$ cat src/rtl/spi_sphere_frame_receiver_pkg.sv
// rtl/spi_sphere_frame_receiver_pkg.sv - shared sphere-frame widths, SPI status bytes and frame state type
package spi_sphere_frame_receiver_pkg;

  localparam int SPHERE_WORD_W = 64;
  localparam int PAYLOAD_BYTES = 8;
  localparam int BYTE_IDX_W    = $clog2(PAYLOAD_BYTES);

  localparam logic [7:0] SPI_SYNC_BYTE = 8'hA5;
  localparam logic [7:0] SPI_ACK_BYTE  = 8'h06;
  localparam logic [7:0] SPI_NAK_BYTE  = 8'h15;
  localparam logic [7:0] SPI_ERR_BYTE  = 8'hE0;

  typedef enum logic {
    FRAME_HUNT    = 1'b0,
    FRAME_PAYLOAD = 1'b1
  } frame_state_t;

  // Increment that sticks at 255 instead of wrapping.
  function automatic logic [7:0] sat_inc8(input logic [7:0] v);
    return (v == 8'hFF) ? v : v + 8'd1;
  endfunction

endpackage

$ cat src/rtl/spi_byte_timeout.sv
// rtl/spi_byte_timeout.sv - loadable down-counter that strobes expire when it runs out while enabled
module spi_byte_timeout #(
  parameter int WIDTH = 17
) (
  input  logic             clk,
  input  logic             rst,
  input  logic             load,
  input  logic [WIDTH-1:0] load_value,
  input  logic             enable,
  output logic             expire
);

  logic [WIDTH-1:0] count;

  // Load wins over counting; the count parks at zero once exhausted.
  always_ff @(posedge clk or posedge rst) begin
    if (rst) begin
      count <= '0;
    end else if (load) begin
      count <= load_value;
    end else if (enable && (count != '0)) begin
      count <= count - 1'b1;
    end
  end

  assign expire = enable && !load && (count == '0);

endmodule

$ cat src/rtl/spi_sphere_frame_receiver.sv
// rtl/spi_sphere_frame_receiver.sv - assembles sync-prefixed SPI frames into sphere words and hands them to the controller
module spi_sphere_frame_receiver
  import spi_sphere_frame_receiver_pkg::*;
#(
  parameter logic [7:0] SYNC_BYTE      = SPI_SYNC_BYTE,
  parameter int         TIMEOUT_CYCLES = 100000,
  parameter logic [7:0] ACK_BYTE       = SPI_ACK_BYTE,
  parameter logic [7:0] NAK_BYTE       = SPI_NAK_BYTE,
  parameter logic [7:0] ERR_BYTE       = SPI_ERR_BYTE
) (
  input  logic                     CLK100MHZ,
  input  logic                     ck_rst,
  input  logic                     rx_dv,
  input  logic [7:0]               rx_byte,
  input  logic                     recv_interrupt,
  output logic                     recv_dv,
  output logic [SPHERE_WORD_W-1:0] recv_64bit,
  output logic                     tran_dv,
  output logic [7:0]               tran_byte,
  output logic                     word_pending,
  output logic [7:0]               overflow_count
);

  localparam int TMR_W = $clog2(TIMEOUT_CYCLES + 1);

  frame_state_t             state, state_next;
  logic [BYTE_IDX_W-1:0]    byte_idx;
  logic [SPHERE_WORD_W-1:0] asm_word;
  logic [SPHERE_WORD_W-1:0] full_word;
  logic [SPHERE_WORD_W-1:0] hold_word;
  logic                     hold_valid;
  logic                     armed;

  logic sync_seen;
  logic byte_in_payload;
  logic frame_done;
  logic timer_expire;
  logic deliver;
  logic accept;

  assign sync_seen       = (state == FRAME_HUNT) && rx_dv && (rx_byte == SYNC_BYTE);
  assign byte_in_payload = (state == FRAME_PAYLOAD) && rx_dv;
  assign frame_done      = byte_in_payload && (byte_idx == BYTE_IDX_W'(PAYLOAD_BYTES - 1));
  assign full_word       = {asm_word[SPHERE_WORD_W-9:0], rx_byte};

  // A word leaves only once per request: armed is re-set by seeing recv_interrupt low.
  assign deliver = hold_valid && recv_interrupt && armed;
  // A same-cycle delivery frees the slot for the frame completing now.
  assign accept  = frame_done && (!hold_valid || deliver);

  // Any accepted byte (sync or payload) restarts the inter-byte timer.
  spi_byte_timeout #(
    .WIDTH (TMR_W)
  ) u_timeout (
    .clk        (CLK100MHZ),
    .rst        (ck_rst),
    .load       (sync_seen || byte_in_payload),
    .load_value (TMR_W'(TIMEOUT_CYCLES - 1)),
    .enable     ((state == FRAME_PAYLOAD) && !rx_dv),
    .expire     (timer_expire)
  );

  // Frame state register.
  always_ff @(posedge CLK100MHZ or posedge ck_rst) begin
    if (ck_rst) state <= FRAME_HUNT;
    else        state <= state_next;
  end

  // Next frame state: hunt for sync, leave payload on completion or timeout.
  always_comb begin
    state_next = state;
    case (state)
      FRAME_HUNT:    if (sync_seen) state_next = FRAME_PAYLOAD;
      FRAME_PAYLOAD: if (frame_done || timer_expire) state_next = FRAME_HUNT;
      default:       state_next = FRAME_HUNT;
    endcase
  end

  // Payload assembly: MSB byte first, index restarts at each sync.
  always_ff @(posedge CLK100MHZ or posedge ck_rst) begin
    if (ck_rst) begin
      byte_idx <= '0;
      asm_word <= '0;
    end else if (sync_seen) begin
      byte_idx <= '0;
      asm_word <= '0;
    end else if (byte_in_payload) begin
      asm_word <= full_word;
      byte_idx <= frame_done ? '0 : byte_idx + 1'b1;
    end
  end

  // Holding register and one-word-per-request delivery to the controller.
  always_ff @(posedge CLK100MHZ or posedge ck_rst) begin
    if (ck_rst) begin
      hold_word  <= '0;
      hold_valid <= 1'b0;
      armed      <= 1'b1;
      recv_dv    <= 1'b0;
      recv_64bit <= '0;
    end else begin
      recv_dv <= deliver;
      if (deliver) begin
        recv_64bit <= hold_word;
        armed      <= 1'b0;
      end else if (!recv_interrupt) begin
        armed <= 1'b1;
      end
      if (accept) begin
        hold_word  <= full_word;
        hold_valid <= 1'b1;
      end else if (deliver) begin
        hold_valid <= 1'b0;
      end
    end
  end

  // Per-frame status byte back to the SPI transmitter, plus the NAK tally.
  always_ff @(posedge CLK100MHZ or posedge ck_rst) begin
    if (ck_rst) begin
      tran_dv        <= 1'b0;
      tran_byte      <= 8'h00;
      overflow_count <= 8'h00;
    end else begin
      tran_dv <= frame_done || timer_expire;
      if (frame_done) begin
        tran_byte <= accept ? ACK_BYTE : NAK_BYTE;
        if (!accept) overflow_count <= sat_inc8(overflow_count);
      end else if (timer_expire) begin
        tran_byte <= ERR_BYTE;
      end
    end
  end

  assign word_pending = hold_valid;

endmodule
$ cat config.mk
export PLATFORM = sky130hd
export DESIGN_NAME = spi_sphere_frame_receiver
export DESIGN_NICKNAME = d
export VERILOG_FILES = /design/src/rtl/spi_sphere_frame_receiver_pkg.sv /design/src/rtl/spi_byte_timeout.sv /design/src/rtl/spi_sphere_frame_receiver.sv
export SDC_FILE = /design/constraint.sdc
export NUM_CORES = 1
export LEC_CHECK = 0
export ABC_CLOCK_PERIOD_IN_PS = 11390
export CAP_MARGIN = 20
export CORE_AREA = 8 8 129 155
export CTS_BUF_LIST = sky130_fd_sc_hd__clkbuf_16
export CTS_CLUSTER_SIZE = 40
export DETAILED_ROUTE_END_ITERATION = 6
export DIE_AREA = 0 0 137 163
export MAX_ROUTING_LAYER = met4
export PLACE_DENSITY = 0.71
export SLEW_MARGIN = 10
export SYNTH_ARGS = -nofsm -noshare
export SYNTH_HDL_FRONTEND = slang
export SYNTH_SLANG_ARGS = --single-unit
$ cat constraint.sdc
create_clock -name CLK100MHZ -period 11.39 [get_ports CLK100MHZ]
set_input_delay 1.7085 -clock CLK100MHZ [delete_from_list [all_inputs] [get_ports CLK100MHZ]]
set_output_delay 1.7085 -clock CLK100MHZ [all_outputs]
set_load 0.01 [all_outputs]
==> metrics.md <==
| Metric | Value |
|---|---|
| Pleak | `4.953 nW` |
| Final net count | `680` |
| Cts repair resizes | `0` |
| Reg clk slew, reported paths | `0.06 ns` |
| Worst EP arrival | `4.58 ns` |
| Slowest cell on crit path | `nor2b_4` |
| Synth cell types | `48` |
| DRT Pass-1 Iters | `4` |
| Setup TNS Final | `0 ns` |
| Synthesized area per cell | `14.70 um^2` |
| Hold Slack | `0.4941 ns` |
| CTS Buffer Depth | `3` |
| Total GRT Usage | `16.58%` |
| Share of layout cells above drive strength 1 | `25.85%` |
| FFs w/ async S/R, synth | `100.0%` |
| Drt wl/cell | `19.50 um` |
| Slew Viols, Final | `0` |
| Post-synth top flop | `dfrtp_1` |
| Synth top area cells | `dfrtp_1, mux2_2, a22o_1, or3_1, clkbuf_1` |
| Mapped Area | `8543 um^2` |
| Routed WL | `17490 um` |
| ANT nets after route | `0` |
| Post-synthesis sequential area ratio | `64.75%` |
| Number of cells after detailed placement | `860` |
| Area of placed instances | `9651 um^2` |
| Synthesized Nets | `597` |
| Worst path top cell family by delay | `simple AND/OR/NAND/NOR gates` |
| Final Core Density | `59.36%` |
| Synth Register Bits | `221` |
| Crit path required time | `11.76 ns` |
| Syn. warnings | `0` |
| First-pass GRT wire length | `29360 um` |
| H-tree levels | `1` |
| Clk sinks | `221` |
| P&R area growth vs syn | `20.72%` |
| Row cnt | `53` |
| Antenna cells | `0` |
| Grt ovf | `0` |
| Port bufs | `93` |
| Placeable Area | `17370 um^2` |
| Tightest Pin Transition | `0.9780 ns` |
| CTS Hold Bufs | `0` |
| Number of global-route vias before repair | `5408` |
| Critical Path Start Type | `input pin` |
| Status | `completed` |
| Post-detail-place hpwl | `11420 um` |
| Post-route cell area | `10310 um^2` |
| # DRC | `0` |
| Number of setup buffers added after CTS | `0` |
| Clk Latency, worst-skew pair | `0.49 ns` |
| CP Cell Sequence | `clkdlybuf4s50_1, nand3_1, nor2b_4, buf_4, mux2_2` |
| Root Buffer | `clkbuf_16` |
| Drt via density | `5.738` |
| CP max FO | `33` |
| CTS tree | `done` |
| Min cycle time layout | `4.211 ns` |
| RSZ-0062 raised after global routing | `no` |
| Clock Skews | `0.009309 ns` |
| Max Fclk | `237.5 MHz` |
| Crit path kind | `input pin to flip-flop` |
| # setup viols final | `0` |
| Pin count of the biggest net entering global routing | `106` |
| Fillers | `1393` |
| Worst min path class | `flip-flop to flip-flop` |
| Power per cell area | `161.2 nW/um^2` |
| Final GP Congestion | `0.7807` |
| Synthesized instance count | `581` |
| Io pins | `95` |
| Non-filler instance count after layout | `897` |
| Crit-path max cell delay | `0.86 ns` |
| Max VDD drop | `0.00009263 V` |
| Drt first-iter violations | `261` |
| Share of Yosys cell area claimed by the top area cell type | `64.44%` |
| Overall via count from detail_route | `5147` |
| Fin. Hold Viols | `0` |
| CTS buffer count | `21` |
| Initial antenna violation count | `0` |
| Initial core utilization | `49.17%` |
| Die X | `137 um` |
| Post-synth EDFFs | `0` |
| Synth area leader | `dfrtp_1` |
| Slew HR | `34.41%` |
| Bufs and invs on worst path | `2` |
| DIE HEIGHT | `163 um` |
| DIE AREA | `22330 um^2` |
| Endpoint type of the worst setup path | `flip-flop` |
| Tcrit/Tclk final | `36.97%` |
| Max-cap violations | `0` |
## stage by stage
stage | setup WS (ns) | power, W
2_1_floorplan | 3.634 | 0.0009706
3_3_place_gp | 6.729 | 0.001001
3_5_place_dp | 6.633 | 0.001015
4_1_cts | 7.130 | 0.001675
5_1_grt | 6.942 | 0.001731
6_report | 7.179 | 0.001663
## Yosys cell counts, drive strengths merged (2+ instances only)
cell / number
nand2: 11
dfrtp: 220
inv: 7
and2: 3
o21ai: 6
mux2: 130
or3: 14
or4: 11
nand4: 3
nand2b: 2
o31ai: 7
a21oi: 9
or4bb: 2
nor4: 4
nand3: 8
clkbuf: 23
and3: 3
nor2b: 2
mux2i: 2
xnor2: 6
nor3: 3
or2: 2
a22o: 58
buf: 16
ha: 4
a31o: 3
nor2: 4
## report_power, final
part | internal, W | switching (W)
clock network | 0.000380 | 0.000280
registers | 0.000835 | 0.0000525
logic | 0.0000538 | 0.0000621
## layer usage
layer	up-vias	global-route usage (%)	part of all wire, %
li1	2297	-	-
met1	2693	21.53	43
met3	20	3.333	5.5
met5	-	-	0
met4	0	4.255	1.3
met2	137	26.13	50
## registers in the layout (all words and copies together), names as in the netlist
name / count
state: 1
tran_dv: 1
u_timeout.count: 17
recv_dv: 1
word_pending: 1
hold_word: 64
recv_64bit: 64
overflow_count: 8
tran_byte: 4
asm_word: 56
armed: 1
byte_idx: 3
## layout make-up
class / count / area (um^2) / share of cell area [%]
multi-input combinational: 313 / 2838 / 27.51
sequential: 221 / 5532 / 53.63
tap: 220 / 275.3 / 2.669
inverter: 8 / 37.54 / 0.3639
clock buffer: 21 / 525.5 / 5.095
clock inverter: 15 / 117.6 / 1.140
timing repair buffer: 99 / 988.4 / 9.584
## worst register-to-register path: cells and delay by family, from the launching register on
kind | cells | cell delay, ns
adder cells (fa/ha/maj) | 2 | 0.38
buffers and inverters | 1 | 0.54
flip-flops | 1 | 0.38
multiplexers | 1 | 0.40
AND/OR/NAND/NOR | 2 | 1.17
## cells in the final DEF, fill, tap and decap left out, types with 3 or more instances in the layout
cell               n
mux2_2           130
clkbuf_16         21
ha_1               4
o21ai_0            6
dfrtp_1          220
buf_4              5
nand2_1           10
or4_1              9
nand3_1            7
or3_1             14
a21oi_1            9
nor2_1             4
clkinv_1           6
and3_1             3
nand4_1            3
clkinv_2           3
nor3_1             3
inv_1             10
o31ai_1            7
a31o_1             3
clkdlybuf4s50_1   93
nor4_1             4
a22o_1            58
xnor2_1            6
## final timing paths
path | start | slack [ns] | cells after the start | to
max | rx_dv | 7.18 | 5 | hold_word[11]
min | asm_word[50] | 0.49 | 1 | asm_word[50]
max reg2reg | byte_idx[0] | 8.41 | 6 | hold_word[11]
min reg2reg | asm_word[50] | 0.49 | 1 | asm_word[50]
max in group asynchronous | ck_rst | 7.65 | 4 | recv_64bit[28]
min in group asynchronous | ck_rst | 1.71 | 2 | hold_word[51]
## kinds of logic (layout without fill, tap and decap cells)
family / count (synthesis) / after routing / synth area share (%)
other: 1 / 1 / 0.04389
buffers and inverters: 47 / 143 / 2.314
AOI/OAI and AO/OA: 92 / 92 / 8.670
DFF: 221 / 221 / 64.75
and+or+nand+nor: 77 / 77 / 5.551
xor gates and xnor gates: 7 / 7 / 0.7176
muxes: 132 / 132 / 17.37
adders and majority gates: 4 / 4 / 0.5858
Note: power is estimated with default switching activity, not from simulation.
